===== src/rtl/clk_div_pkg.sv =====
// Shared constants for the multi-channel clock divider: counter width, mode encodings and
// toggle-mode reload values for common rates off the 10 MHz system clock.
package clk_div_pkg;

    localparam int unsigned DIV_WIDTH = 24;

    localparam logic MODE_TOGGLE = 1'b0;
    localparam logic MODE_PULSE  = 1'b1;

    // Toggle reload D gives f = 10 MHz / (2 * (D + 1))
    localparam logic [DIV_WIDTH-1:0] DIV_1HZ  = 24'd4_999_999;
    localparam logic [DIV_WIDTH-1:0] DIV_2HZ  = 24'd2_499_999;
    localparam logic [DIV_WIDTH-1:0] DIV_10HZ = 24'd499_999;
    localparam logic [DIV_WIDTH-1:0] DIV_50HZ = 24'd99_999;
    localparam logic [DIV_WIDTH-1:0] DIV_1KHZ = 24'd4_999;

endpackage


===== src/rtl/clk_div_chan.sv =====
// One divider channel: down-counter with shadowed divisor/mode so that changes only take
// effect at a rising reload, producing a square wave or a single-cycle pulse train.
module clk_div_chan
    import clk_div_pkg::*;
#(
    parameter int unsigned WIDTH = DIV_WIDTH
) (
    input  logic             clk_10MHz,
    input  logic             rst,
    input  logic             en,
    input  logic             mode,
    input  logic [WIDTH-1:0] div,
    input  logic             sync_restart,
    output logic             clk_out,
    output logic             tick
);

    logic [WIDTH-1:0] cnt_q, cnt_d;
    logic [WIDTH-1:0] shadow_div_q, shadow_div_d;
    logic             shadow_mode_q, shadow_mode_d;
    logic             clk_out_q, clk_out_d;
    logic             tick_q, tick_d;

    always_ff @(posedge clk_10MHz or posedge rst) begin
        if (rst) begin
            cnt_q         <= '0;
            shadow_div_q  <= '0;
            shadow_mode_q <= 1'b0;
            clk_out_q     <= 1'b0;
            tick_q        <= 1'b0;
        end else begin
            cnt_q         <= cnt_d;
            shadow_div_q  <= shadow_div_d;
            shadow_mode_q <= shadow_mode_d;
            clk_out_q     <= clk_out_d;
            tick_q        <= tick_d;
        end
    end

    always_comb begin
        cnt_d         = cnt_q;
        shadow_div_d  = shadow_div_q;
        shadow_mode_d = shadow_mode_q;
        clk_out_d     = clk_out_q;
        tick_d        = 1'b0;

        if (!en || sync_restart) begin
            // Park at cnt==0 with output low so the next enabled edge is a rising reload
            cnt_d     = '0;
            clk_out_d = 1'b0;
        end else if (cnt_q != '0) begin
            cnt_d = cnt_q - WIDTH'(1);
            if (shadow_mode_q == MODE_PULSE) begin
                clk_out_d = 1'b0;
            end
        end else if (!clk_out_q || shadow_mode_q == MODE_PULSE) begin
            shadow_div_d  = div;
            shadow_mode_d = mode;
            cnt_d         = div;
            clk_out_d     = 1'b1;
            tick_d        = 1'b1;
        end else begin
            // Low half reuses the latched divisor so both halves match
            cnt_d     = shadow_div_q;
            clk_out_d = 1'b0;
        end
    end

    assign clk_out = clk_out_q;
    assign tick    = tick_q;

endmodule


===== src/rtl/clk_divider_multi.sv =====
// Multi-channel programmable clock divider: NCH independent channels sharing a phase-aligning
// sync_restart.
module clk_divider_multi
    import clk_div_pkg::*;
#(
    parameter int unsigned NCH   = 2,
    parameter int unsigned WIDTH = DIV_WIDTH
) (
    input  logic                 clk_10MHz,
    input  logic                 rst,
    input  logic [NCH-1:0]       en,
    input  logic [NCH-1:0]       mode,
    input  logic [NCH*WIDTH-1:0] div,
    input  logic                 sync_restart,
    output logic [NCH-1:0]       clk_out,
    output logic [NCH-1:0]       tick
);

    for (genvar i = 0; i < NCH; i++) begin : g_chan
        clk_div_chan #(
            .WIDTH(WIDTH)
        ) u_chan (
            .clk_10MHz   (clk_10MHz),
            .rst         (rst),
            .en          (en[i]),
            .mode        (mode[i]),
            .div         (div[i*WIDTH +: WIDTH]),
            .sync_restart(sync_restart),
            .clk_out     (clk_out[i]),
            .tick        (tick[i])
        );
    end

endmodule


===== config.mk =====
export PLATFORM = sky130hd
export DESIGN_NAME = clk_divider_multi
export DESIGN_NICKNAME = d
export VERILOG_FILES = /design/src/rtl/clk_div_pkg.sv /design/src/rtl/clk_div_chan.sv /design/src/rtl/clk_divider_multi.sv
export SDC_FILE = /design/constraint.sdc
export NUM_CORES = 1
export LEC_CHECK = 0
export ABC_AREA = 1
export BUFFER_PORTS_ARGS = -buffer_cell sky130_fd_sc_hd__buf_2
export CAP_MARGIN = 5
export CORE_MARGIN = 2
export CORE_UTILIZATION = 50
export DETAILED_ROUTE_END_ITERATION = 7
export HOLD_SLACK_MARGIN = 0.03
export PLACE_DENSITY_LB_ADDON = 0.2
export SYNTH_ARGS = -nofsm -noshare
export SYNTH_HDL_FRONTEND = slang
export SYNTH_SLANG_ARGS = --single-unit

===== constraint.sdc =====
create_clock -name clk_10MHz -period 3.25 [get_ports clk_10MHz]
set_input_delay 0.65 -clock clk_10MHz [delete_from_list [all_inputs] [get_ports clk_10MHz]]
set_output_delay 0.65 -clock clk_10MHz [all_outputs]
set_load 0.01 [all_outputs]

==> metrics <==
status complete, no violations; final wirelength approximately 13,000 um; routed metal-1 wirelength about 5400 um; Max Used Layer met4; Period minus WS final ~2.1 ns; fill cell count 1,079; Least-Margin Pin Slew 0.929 ns; clk sinks between 100 and 150; first-pass GRT wire length ~22,000 um; synth warn 0; Synth area leaders dfrtp_1, nand2_1, o21ai_0; post-synth top area cell dfrtp_1; Mean Syn Cell Area ~7.3 sq um; die area approximately 12,000 sq um; Startpoint Class flop; commonest non-fill, non-tap cells in the layout nand2_1, dfrtp_1, inv_1; area of the multi-input gates 2740 sq um; vias in the first global route 5,145; setup TNS 0 ns; area delta synth->final 10.9%; Seq/Total Area, Yosys 0.440; GRT Resource Usage Total 0.216; met2 WL 6510 um; num rows 39; register bit total from synthesis 102; Post-Syn Area 5800 sq um; most common cell after layout, fill and taps aside nand2_1; CTS hold repair buffers 0; gr ovfl total 0; CP Capture Type flop; DRT antenna net count 0; GP Congestion between 0.8 and 0.9; chip width about 110 um; Clock Tree Root clkbuf_16; Skew-Pair Late Insertion Delay 0.35 ns; H-tree depth reported by CTS 3; DRT iter0 DRCs roughly 270; Max FO, Critical Path 21; DR vias a little over 5,000; Critical Path AT 2.34 ns; maximum clock rate 477 MHz; Pre-antenna DRT Iters 4; Distinct cells, synth 27; worst endpoint required time 3.49 ns; RSZ-0062 raised after global routing no; Fin. Hold Viols 0; core area ~11,000 sq um; Die Y around 110 um; residual DRC count 0; Synth top area share 0.440; headroom to the max-slew limit 0.379; WS Path Type flop to flop; setup violators final 0; Antenna Cells 0; # port buffers a little under 60; CTS resizes 0; max-cap violation count 0; DPL Wire Length 9420 um; layout cells sized above 1 0.128; Routed met3 length 403 um; Mapped Nets 852; cells after synthesis 793; number of CTS-inserted buffers 9; initial antenna violation count 0; Reg clk slew, reported paths 0.07 ns; post-DR vias/cell 5.10; period utilisation layout 0.645; register area 2550 sq um; largest net degree at the start of global routing 45; layout net count between 800 and 900; IO Count 59; wire per inst 12.8 um; clock buffer depth 2; postcts setup bufs 0; worst hold path type flop to flop; Initial Util 0.510; CTS tree yes; final slew viol count 0; Setup Skew ~0.007 ns
## cell type report
class	count	area share
Clock buffer	12	0.0383
Clock inverter	4	0.00857
Inverter	85	0.0502
Multi-Input combinational cell	575	0.426
Sequential cell	102	0.397
Tap cell	143	0.0278
Timing Repair Buffer	64	0.0522
## worst max-delay path: stages, from the launching register on
cell and delay, ns:
dfrtp_1 0.37, inv_1 0.12, ha_1 0.21, nand2_1 0.06
nor2_1 0.18, nand4_1 0.61, o21ai_0 0.42
## path summary, 6_finish.rpt
| check | startpoint | to | slack, ns | cells past startpoint |
|---|---|---|---|---|
| max in group asynchronous | rst | g_chan[1].u_chan.tick | 2.04 | 3 |
| min in group asynchronous | rst | g_chan[0].u_chan.shadow_div_q[14] | 0.49 | 2 |
| hold / removal | g_chan[0].u_chan.shadow_mode_q | g_chan[0].u_chan.shadow_mode_q | 0.48 | 2 |
| setup reg to reg | g_chan[0].u_chan.cnt_q[0] | g_chan[0].u_chan.shadow_div_q[8] | 1.15 | 6 |
| setup / recovery | g_chan[0].u_chan.cnt_q[0] | g_chan[0].u_chan.shadow_div_q[8] | 1.15 | 6 |
| hold reg to reg | g_chan[0].u_chan.shadow_mode_q | g_chan[0].u_chan.shadow_mode_q | 0.48 | 2 |
## metal layers
metal | global-route usage | vias up
met5 | 0 | -
met4 | 0.0741 | 0
met1 | 0.245 | 2349
li1 | - | 2574
met3 | 0.0506 | 25
met2 | 0.396 | 78
## stage by stage
step	hold slack [ns]	area [sq um]	worst slack [ns]	instances	util
2_1_floorplan	0.449	5800	1.38	793	-
3_3_place_gp	0.464	6130	0.904	969	0.539
3_5_place_dp	0.471	6130	0.760	969	0.539
4_1_cts	0.489	6430	1.15	985	0.565
5_1_grt	0.514	6430	0.871	985	0.565
6_report	0.483	6430	1.15	985	0.565
## kinds of logic after synthesis
group,synth area share
multiplexers,0.00518
AO/OA/AOI/OAI,0.0898
XOR/XNOR,0.0363
buffers and inverters,0.0878
flip-flops,0.440
AND/OR/NAND/NOR,0.332
adder cells (fa/ha/maj),0.00863
## synth_stat cells (all sizes together)
library cell,number
nand3,57
o21ai,98
nor4,1
xor2,8
mux2i,3
clkinv,2
inv,83
nor2,89
buf,25
dfrtp,102
nand4,16
nand3b,5
clkbuf,6
xnor2,16
ha,4
nand2,278
## sequential cells by signal, indices dropped and copies added, names as in the netlist
register / count
g_chan.u_chan.cnt_q: 48
g_chan.u_chan.shadow_div_q: 48
g_chan.u_chan.clk_out: 2
g_chan.u_chan.shadow_mode_q: 2
g_chan.u_chan.tick: 2
Power is left out: the tool's default activity adds up to more than one toggle a clock period on the data nets, which glitch-free logic cannot reach.
